[src/rtl/tmr_divider.sv]
// tmr_divider: three-lane sign-magnitude fixed-point restoring divider whose outputs are bitwise 2-of-3 voted.
// Define TMR_FAULT_INJECT_EN to add inj_en/inj_lane ports that invert one lane's quotient bit.
module tmr_divider #(
  parameter int WIDTH     = 16,
  parameter int INT_BITS  = 6,
  parameter int FRAC_BITS = 10
) (
  input  logic             clk,
  input  logic             rst,
  input  logic             in_valid,
  output logic             in_ready,
  input  logic [WIDTH-1:0] a,
  input  logic [WIDTH-1:0] b,
  output logic             out_valid,
  input  logic             out_ready,
  output logic [WIDTH-1:0] result,
  output logic             invalid,
  output logic             ovf
`ifdef TMR_FAULT_INJECT_EN
  ,
  input  logic             inj_en,
  input  logic [1:0]       inj_lane
`endif
);
  localparam int M    = WIDTH - 1;
  localparam int ITER = M + FRAC_BITS;
  localparam int QW   = ITER + 1;
  localparam int CW   = $clog2(QW + 1);
  if (WIDTH != INT_BITS + FRAC_BITS) begin : g_bad_fmt
    $error("tmr_divider: WIDTH must equal INT_BITS+FRAC_BITS");
  end
  typedef enum logic [1:0] {IDLE, CALC, DONE} state_t;
  state_t state_q, state_d;
  logic [CW-1:0] cnt_q;
  logic [2:0][QW-1:0] quo_q, quo_d;
  logic [2:0][M-1:0] rem_q, rem_d, dvs_q, mag;
  logic [2:0][M:0] trial, diff;
  logic [2:0][WIDTH:0] lane;
  logic [2:0] sgn_q, ge, flip, sat;
  logic [WIDTH:0] vote;
  logic [WIDTH-1:0] result_q;
  logic invalid_q, ovf_q, accept, calc, last;
  assign accept = state_q == IDLE && in_valid;
  assign calc = state_q == CALC;
  assign last = calc && cnt_q == CW'(ITER);
`ifdef TMR_FAULT_INJECT_EN
  always_comb begin
    flip = '0;
    for (int l = 0; l < 3; l++) flip[l] = inj_en && inj_lane == 2'(l);
  end
`else
  assign flip = '0;
`endif
  // The dividend carries one leading zero bit, so a lane runs ITER+1 steps.
  always_comb begin
    state_d = accept ? CALC : last ? DONE : (state_q == DONE && out_ready) ? IDLE : state_q;
    for (int l = 0; l < 3; l++) begin
      trial[l] = {rem_q[l], quo_q[l][QW-1]};
      diff[l] = trial[l] - {1'b0, dvs_q[l]};
      ge[l] = trial[l] >= {1'b0, dvs_q[l]};
      quo_d[l] = accept ? {1'b0, a[M-1:0], {FRAC_BITS{1'b0}}} :
                 calc ? {quo_q[l][QW-2:0], ge[l] ^ flip[l]} : quo_q[l];
      rem_d[l] = accept ? '0 : calc ? (ge[l] ? diff[l][M-1:0] : trial[l][M-1:0]) : rem_q[l];
      sat[l] = dvs_q[l] == '0 || |quo_d[l][QW-1:M];
      mag[l] = sat[l] ? '1 : quo_d[l][M-1:0];
      lane[l] = {sat[l], sgn_q[l] & |mag[l], mag[l]};
    end
    vote = (lane[0] & lane[1]) | (lane[0] & lane[2]) | (lane[1] & lane[2]);
  end
  always_ff @(posedge clk) begin
    if (rst) begin
      state_q <= IDLE;
      cnt_q <= '0;
      quo_q <= '0;
      rem_q <= '0;
      dvs_q <= '0;
      sgn_q <= '0;
      result_q <= '0;
      invalid_q <= 1'b0;
      ovf_q <= 1'b0;
    end else begin
      state_q <= state_d;
      cnt_q <= calc ? cnt_q + 1'b1 : '0;
      quo_q <= quo_d;
      rem_q <= rem_d;
      if (accept) begin
        dvs_q <= {3{b[M-1:0]}};
        sgn_q <= {3{a[M] ^ b[M]}};
      end
      if (last) begin
        result_q <= vote[WIDTH-1:0];
        ovf_q <= vote[WIDTH];
        invalid_q <= lane[0] != lane[1] || lane[1] != lane[2];
      end
    end
  end
  assign in_ready = state_q == IDLE;
  assign out_valid = state_q == DONE;
  assign result = result_q;
  assign invalid = invalid_q;
  assign ovf = ovf_q;
endmodule

[config.mk]
export PLATFORM = sky130hd
export DESIGN_NAME = tmr_divider
export DESIGN_NICKNAME = d
export VERILOG_FILES = /design/src/rtl/tmr_divider.sv
export SDC_FILE = /design/constraint.sdc
export NUM_CORES = 1
export LEC_CHECK = 0
export CORE_MARGIN = 1.5
export CORE_UTILIZATION = 45
export DETAILED_ROUTE_END_ITERATION = 7
export GPL_ROUTABILITY_DRIVEN = 0
export SYNTH_ARGS = -nofsm -noshare
export SYNTH_HDL_FRONTEND = slang
export SYNTH_SLANG_ARGS = --single-unit
[constraint.sdc]
create_clock -name clk -period 12.5 [get_ports clk]
set_input_delay 1.875 -clock clk [delete_from_list [all_inputs] [get_ports clk]]
set_output_delay 1.875 -clock clk [all_outputs]
set_load 0.02 [all_outputs]
==> impl_metrics.toml, run 1 <==
[status]
status = "completed"

[floorplan]
num_rows = 54
chipHeight_um = 151.4
core_sq_mm = 0.02169
start_util_pct = 45.67
ios = 56
dieArea_sq_mm = 0.02291
die_w_um = 151.4

[route]
vias = 8887
antenna_left = 0
wl_per_cell_um = 17.24
first_pass_iters = 4
first_iter_violations = 531
drc = 0
via_per_inst = 5.767
wirelength_um = 26570

[cts]
clk_pin_slew_ns = 0.07
h-tree-depth = 4
cts_buffer_depth = 2
numClockSinks = 164
cts-resized-gates = 0
cts_buffers = 17
clk-insertion-delay-late_ns = 0.43
cts_root_buffer = "clkbuf_16"
cts_tree = "yes"
hold_buffers = 0
postCtsSetupBuffers = 0

[finish]
layout.nets = 1368
n_antenna_cell = 0
finish.utilization_pct = 51.63
fin_area_sq_mm = 0.01120
drive_above_1_share_pct = 8.010
layout_commonest_cell = "dfxtp_1"
area_growth_pct = 13.05
mostFrequentLayoutCells = "dfxtp_1, nand2_1, nor2_1"

[power_and_ir_drop]
combPwrFrac_pct = 29.2
clkPwrFrac_pct = 33.7
p_leak_nw = 4.267
ir_worst_vdd_mv = 0.08958
seqPwrFrac_pct = 37.1
power.density_mw_per_mm2 = 137.6
p_int_mw = 1.027
netSwitchingFraction_pct = 33.36
p_sw_mw = 0.5142

[logic_synthesis]
avgSynthCellArea_sq_um = 8.039
ys_types = 72
syn_nets = 1352
yosys_warnings = 0
synth_seq_area_share_pct = 33.15
syn_area_sq_mm = 0.009904
synth-seq-cells = 164
async_flop_share_pct = 0
synthesis.instances = 1232
synth_enable_flop_cells = 0
synth_ff_type = "dfxtp_1"

[grt]
grt_max_degree = 87
grt.total_usage_pct = 23.82
grt_antenna_before_repair = 0
met1_usage_pct = 32.52
grt_pass1_vias = 8500
top_usage_layer = "met2"
grt_first_pass_wirelength_um = 42880
grt_use_met3_pct = 4.096
grt-ovfl-total = 0
gr-usage-met2_pct = 38.64

[critical_path]
path_common_cell = "nor4_1"
cp.arrival_ns = 6.80
worst_path_max_delay_cell = "nor4_4"
required_ns = 12.77
start_kind = "input port"
path_delay_family = "simple AND/OR/NAND/NOR gates"
cp-end-kind = "flop"
path_cells = "clkdlybuf4s50_1, or3b_4, nor2_1, a31oi_1, or4_4, nor4_4, o2111ai_1, and2_1, ha_1, nor4_1, nand4_1, nor4_1, a311oi_1"
cp_max_fo = 75
critPathKind = "in2reg"
path_buf_inv = 1
max_stage_delay_ns = 1.00

[timing]
finalCriticalPeriod_ns = 6.537
tightest_slew_ns = 1.144
slew_headroom_pct = 23.17
finalCritPeriodShare_pct = 52.30
max_freq_mhz = 153.0
rsz0062_at_grt = "no"
final_hold_viol_count = 0
finalSetupViolCount = 0
fin_worst_skew_ns = 0.01216
drv_slew = 0
setup_tns_ns = 0

[placed_design]
dp_hpwl_um = 18400
io_buffer_count = 55
placed_area_sq_mm = 0.01062

[min_path]
min-delay-path-class = "reg2reg"

[job]
cap_violations = 0
==> cells in the mapped netlist, drive strengths merged (30+ instances only) <==
cell type,n,share of area (%)
dfxtp,164,33
inv,31,1.2
mux2i,42,4.2
o21ai,75,3.9
nand2,159,6.2
a211oi,51,4.1
clkbuf,40,1.5
nor3,30,1.5
ha,81,10
a21oi,72,3.6
nor2b,34,2.1
nor2,158,6.2
buf,31,1.7
==> worst min-delay path, cell delays in order, from the launching register on <==
cell and delay (ns):
dfxtp_1 0.32, nand2_1 0.05, a21oi_1 0.05
==> final cells by class <==
| cell class | count | area, sq um |
|---|---|---|
| clock inverter | 12 | 118.9 |
| inverter | 33 | 123.9 |
| fill | 2144 | 10490 |
| timing repair buffer | 68 | 643.1 |
| tap | 280 | 350.3 |
| sequential | 164 | 3283 |
| clock buffer | 20 | 456.7 |
| multi-input combinational | 964 | 6221 |
==> layer usage <==
metal / part of all wire (%) / routed length [um]
met1: 49 / 12990
met2: 46 / 12230
met3: 3.6 / 946
met4: 1.5 / 406
met5: 0 / 0
==> power by group through the flow <==
| stage | combinational, mW | clock (mW) | sequential, mW |
|---|---|---|---|
| after CTS | 0.450 | 0.528 | 0.572 |
| after global routing | 0.499 | 0.552 | 0.575 |
| after floorplan | 0.349 | 0 | 0.577 |
| after global placement | 0.445 | 0 | 0.583 |
| after detailed placement | 0.446 | 0 | 0.583 |
| final | 0.451 | 0.519 | 0.572 |
==> state kept, by name (all words and copies together) (netlist names) <==
name	cells
invalid	1
quo_q	78
dvs_q	15
state_q	2
sgn_q	1
result	16
rem_q	45
cnt_q	5
ovf	1
==> path summary, 6_finish.rpt <==
| kind | start | to | slack [ns] | cells past startpoint |
|---|---|---|---|---|
| setup / recovery | in_valid | invalid | 5.96 | 13 |
| hold / removal | dvs_q[42] | dvs_q[42] | 0.47 | 2 |
| setup reg to reg | state_q[0] | invalid | 7.59 | 11 |
| hold reg to reg | dvs_q[42] | dvs_q[42] | 0.47 | 2 |
==> cell families after synthesis <==
family	synth area share, %
buf+inv	4.472
simple gates	22.42
mux	4.245
xor+xnor	2.653
fa+ha+maj	10.84
flops	33.15
compound gates	22.22
==> per-stage QoR <==
step                      std cells  total power [mW]  worst slack [ns]  hold WS [ns]
after floorplan                1232            0.9262             7.297        0.4337
after global placement         1509             1.028             5.673        0.4521
after detailed placement       1509             1.029             5.570        0.4616
after CTS                      1541             1.550             6.023        0.4702
after global routing           1541             1.626             5.653        0.4945
final                          1541             1.541             5.963        0.4708
Power figures use the tool's default switching activity.
==> run 2, diff against run 1 <==
==> constraint.sdc (replaced) <==
create_clock -name clk -period 6.3 [get_ports clk]
set_input_delay 0.945 -clock clk [delete_from_list [all_inputs] [get_ports clk]]
set_output_delay 0.945 -clock clk [all_outputs]
set_load 0.02 [all_outputs]
==> run 2 against run 1 <==
Clock power increased by 100%. Flip-flop and latch count unchanged. Global-route usage decreased by 0.12 points. Sequential share of layout area decreased by 0.085 points. Total power increased by 100%. Critical path depth increased by 1. Final area increased by 0.29%. Routed wire length decreased by 0.23%. Sequential power increased by 99%. Via count increased by 0.50%. Count of clock-buffer cells in the layout decreased by 2. Utilization increased by 0.15 points.
==> impl_metrics.toml, run 2 (synthesis gave the netlist of run 1 again) <==
[power_and_ir_drop]
ir_worst_vdd_mv = 0.1288
power_mw = 3.080
seqPwrFrac_pct = 36.9
p_leak_nw = 4.286
combPwrFrac_pct = 29.1
p_sw_mw = 1.047
p_int_mw = 2.033
netSwitchingFraction_pct = 33.99
power.density_mw_per_mm2 = 274.3
clkPwrFrac_pct = 34.1

[status]
status = "completed"

[timing]
rsz0062_at_grt = "no"
finalSetupViolCount = 0
finalCritPeriodShare_pct = 77.05
slew_headroom_pct = 31.33
max_freq_mhz = 206.0
drv_slew = 0
finalCriticalPeriod_ns = 4.854
final_hold_viol_count = 0
fin_worst_skew_ns = 0.01389
setup_tns_ns = 0
setup_ws_ns = 1.446
tightest_slew_ns = 1.030

[grt]
grt_max_degree = 61
grt_antenna_before_repair = 0
grt-ovfl-total = 0
grt.total_usage_pct = 23.70
grt_first_pass_wirelength_um = 42440
grt_pass1_vias = 8189

[min_path]
min-delay-path-class = "reg2reg"

[finish]
area_growth_pct = 13.38
drive_above_1_share_pct = 8.307
finish.utilization_pct = 51.78
top_register = "quo_q"
layout_commonest_cell = "dfxtp_1"
mostFrequentLayoutCells = "dfxtp_1, nand2_1, nor2_1"
largest_reg_flops = 78
layout.nets = 1371
n_antenna_cell = 0

[floorplan]
num_rows = 54
start_util_pct = 45.67
dieArea_sq_mm = 0.02291
die_w_um = 151.4
chipHeight_um = 151.4
core_sq_mm = 0.02169
ios = 56

[critical_path]
critPathKind = "in2reg"
cp_max_fo = 42
cp.arrival_ns = 5.16
required_ns = 6.60
cp-end-kind = "flop"
start_kind = "input port"

[cts]
numClockSinks = 164
cts_root_buffer = "clkbuf_16"
postCtsSetupBuffers = 0
cts-resized-gates = 0
cts_buffers = 17
cts_buffer_depth = 2
clk-insertion-delay-late_ns = 0.44
cts_tree = "yes"
h-tree-depth = 4
clk_pin_slew_ns = 0.07
hold_buffers = 0

[placed_design]
dp_slack_ns = 1.031
io_buffer_count = 55
dp_hpwl_um = 18790

[route]
first_pass_iters = 5
vias = 8931
drc = 0
wl_per_cell_um = 17.17
wirelength_um = 26510
first_iter_violations = 689
via_per_inst = 5.784
antenna_left = 0

[job]
cap_violations = 0
## run 2: worst max-delay path: stages
cell and delay (ns):
clkdlybuf4s50_1 0.67, or3b_4 0.64, nor2_1 0.24, a31oi_1 0.08
or4_4 0.58, nor4_4 0.29, buf_4 0.28, o2111ai_1 0.16
and2_1 0.20, ha_1 0.27, nor4_1 0.32, nand4_1 0.15
nor4_1 0.19, a311oi_1 0.12
## run 2: through the flow
step	hold WS, ns	cell area (sq um)	std cells
global route	0.4900	11230	1544
detailed placement	0.4618	10640	1512
floorplan	0.4337	9905	1232
finish	0.4774	11230	1544
global placement	0.4503	10640	1512
CTS	0.4775	11230	1544
## run 2: layer usage
layer	track usage, %	share of wire (%)
met1	32.77	49
met2	37.20	45
met3	3.825	4.0
met4	8.252	2.6
met5	0	0
## run 2: area by class of cell
cell class	count	area [sq um]
Clock buffer	18	439.2
Clock inverter	14	146.4
Inverter	33	123.9
Fill cell	2065	10460
Sequential cell	164	3283
Tap cell	280	350.3
Timing Repair Buffer	71	665.6
Multi-Input combinational cell	964	6221
## run 2: worst paths after layout
path / endpoint / cells past startpoint / slack [ns] / startpoint
hold / removal: rem_q[31] / 2 / 0.48 / rem_q[31]
setup reg to reg: invalid / 17 / 1.92 / quo_q[51]
setup / recovery: invalid / 14 / 1.45 / in_valid
hold reg to reg: rem_q[31] / 2 / 0.48 / rem_q[31]
## run 2: power by group through the flow
stage,combinational (mW),clock (mW),sequential (mW)
6_report,0.895,1.05,1.14
5_1_grt,0.995,1.10,1.14
4_1_cts,0.894,1.07,1.13
3_5_place_dp,0.887,0,1.16
3_3_place_gp,0.887,0,1.16
2_1_floorplan,0.693,0,1.14
==> run 3, diff against run 2 <==
--- a/config.mk
+++ b/config.mk
@@ -9,6 +9,7 @@
 export CORE_UTILIZATION = 45
 export DETAILED_ROUTE_END_ITERATION = 7
 export GPL_ROUTABILITY_DRIVEN = 0
+export PLACE_DENSITY = 0.65
 export SYNTH_ARGS = -nofsm -noshare
 export SYNTH_HDL_FRONTEND = slang
 export SYNTH_SLANG_ARGS = --single-unit
==> constraint.sdc (replaced) <==
create_clock -name clk -period 4.4 [get_ports clk]
set_input_delay 0.66 -clock clk [delete_from_list [all_inputs] [get_ports clk]]
set_output_delay 0.66 -clock clk [all_outputs]
set_load 0.02 [all_outputs]
==> run 3 against run 2 <==
Total power is 43% higher. Sequential share of layout area is 0.43 points lower. First-iteration DRC count is 1.5% lower. Die area stayed put. Clock skew is 0.0029 ns lower. Hold slack worse by 0.0049 ns. Global-route usage is 0.33 points lower. Register-to-register slack worse by 1.6 ns. Utilization is 0.77 points higher. Critical path type is now reg2reg. Critical endpoint unchanged.
==> impl_metrics.toml, run 3 (synthesis gave the netlist of run 1 again) <==
[status]
status = "completed"

[power_and_ir_drop]
ir_worst_vdd_mv = 0.2345
power_mw = 4.408
power.density_mw_per_mm2 = 386.8
p_leak_nw = 4.382

[finish]
mostFrequentLayoutCells = "dfxtp_1, nand2_1, nor2_1"
n_antenna_cell = 0
area_growth_pct = 15.07
layout_commonest_cell = "dfxtp_1"
fin_area_sq_mm = 0.01140
layout.nets = 1391
top_register = "quo_q"
largest_reg_flops = 78
drive_above_1_share_pct = 9.735

[timing]
final_hold_viol_count = 0
finalCriticalPeriod_ns = 4.114
fin_worst_skew_ns = 0.01096
rsz0062_at_grt = "no"
finalCritPeriodShare_pct = 93.51
tightest_slew_ns = 0.8582
drv_slew = 0
finalSetupViolCount = 0
max_freq_mhz = 243.0
slew_headroom_pct = 42.57

[floorplan]
core_sq_mm = 0.02169
die_w_um = 151.4
start_util_pct = 45.67
chipHeight_um = 151.4
num_rows = 54
dieArea_sq_mm = 0.02291
ios = 56

[placed_design]
dp_hpwl_um = 19310
io_buffer_count = 55
placed_area_sq_mm = 0.01081

[cts]
cts_buffers = 17
h-tree-depth = 4
cts_buffer_depth = 2
clk_pin_slew_ns = 0.07
cts_root_buffer = "clkbuf_16"
numClockSinks = 164
hold_buffers = 0
postCtsSetupBuffers = 0
cts_tree = "yes"
cts-resized-gates = 0
clk-insertion-delay-late_ns = 0.44

[critical_path]
required_ns = 4.69
cp_max_fo = 5
critPathKind = "reg2reg"
crit_start = "dvs_q[32]"
cp-end-kind = "flop"
reg2reg_slack_ns = 0.29
start_kind = "flop"
cp.arrival_ns = 4.41
r2r-start = "dvs_q[32]"

[grt]
grt_first_pass_wirelength_um = 42060
grt.total_usage_pct = 23.37
grt-ovfl-total = 0
grt_max_degree = 59
grt_antenna_before_repair = 0
grt_pass1_vias = 8223

[min_path]
min-delay-path-class = "reg2reg"
hp-start = "cnt_q[0]"

[route]
via_per_inst = 5.785
antenna_left = 0
first_pass_iters = 7
drc = 0
wirelength_um = 26130
vias = 9048
wl_per_cell_um = 16.71
first_iter_violations = 679

[job]
cap_violations = 0
[run 3: power breakdown]
group / total, mW / internal [mW] / switching [mW]
clock network: 1.47 / 0.756 / 0.716
logic: 1.31 / 0.558 / 0.752
registers: 1.63 / 1.56 / 0.0613
[run 3: final cells by class]
type	instances	area [sq um]
clock buffer	17	425.4
clock inverter	15	163.9
fill	2081	10290
inverter	33	123.9
multi-input combinational	964	6210
sequential	164	3283
tap	280	350.3
timing repair buffer	91	840.8
[run 3: through the flow]
step	hold WS, ns	TNS, ns	util (%)	cells	setup WS [ns]
after CTS	0.4770	0	52.55	1564	0.3390
after detailed placement	0.4637	-0.06058	49.83	1532	-0.06058
after global routing	0.4967	0	52.55	1564	0.03385
final	0.4725	0	52.55	1564	0.2856
after floorplan	0.4337	0	-	1232	0.4115
after global placement	0.4507	0	49.83	1532	0.004656
[run 3: path summary, 6_finish.rpt]
check             end  cells after the start
max           invalid                     15
min          cnt_q[0]                      1
max reg2reg   invalid                     15
min reg2reg  cnt_q[0]                      1
[run 3: worst max-delay path, stage by stage (launching register included)]
cell and delay [ns]:
dfxtp_1 0.36, inv_1 0.12, ha_1 0.37, nor2b_1 0.16
o21ai_0 0.23, a21boi_1 0.16, o21ai_0 0.41, o21ai_1 0.15
a311oi_2 0.48, a21o_1 0.26, a41oi_1 0.16, ha_1 0.33
nor4_1 0.31, nand4_1 0.14, nor4_1 0.20, a311oi_1 0.13
[run 3: per-layer routing]
metal / vias to the layer above / share of wire (%) / global-route usage [%]
met2: 173 / 46 / 37.09
met1: 4312 / 49 / 32.90
met3: 18 / 4.0 / 3.705
met4: 0 / 1.2 / 5.874
met5: - / 0 / 0
li1: 4545 / - / -
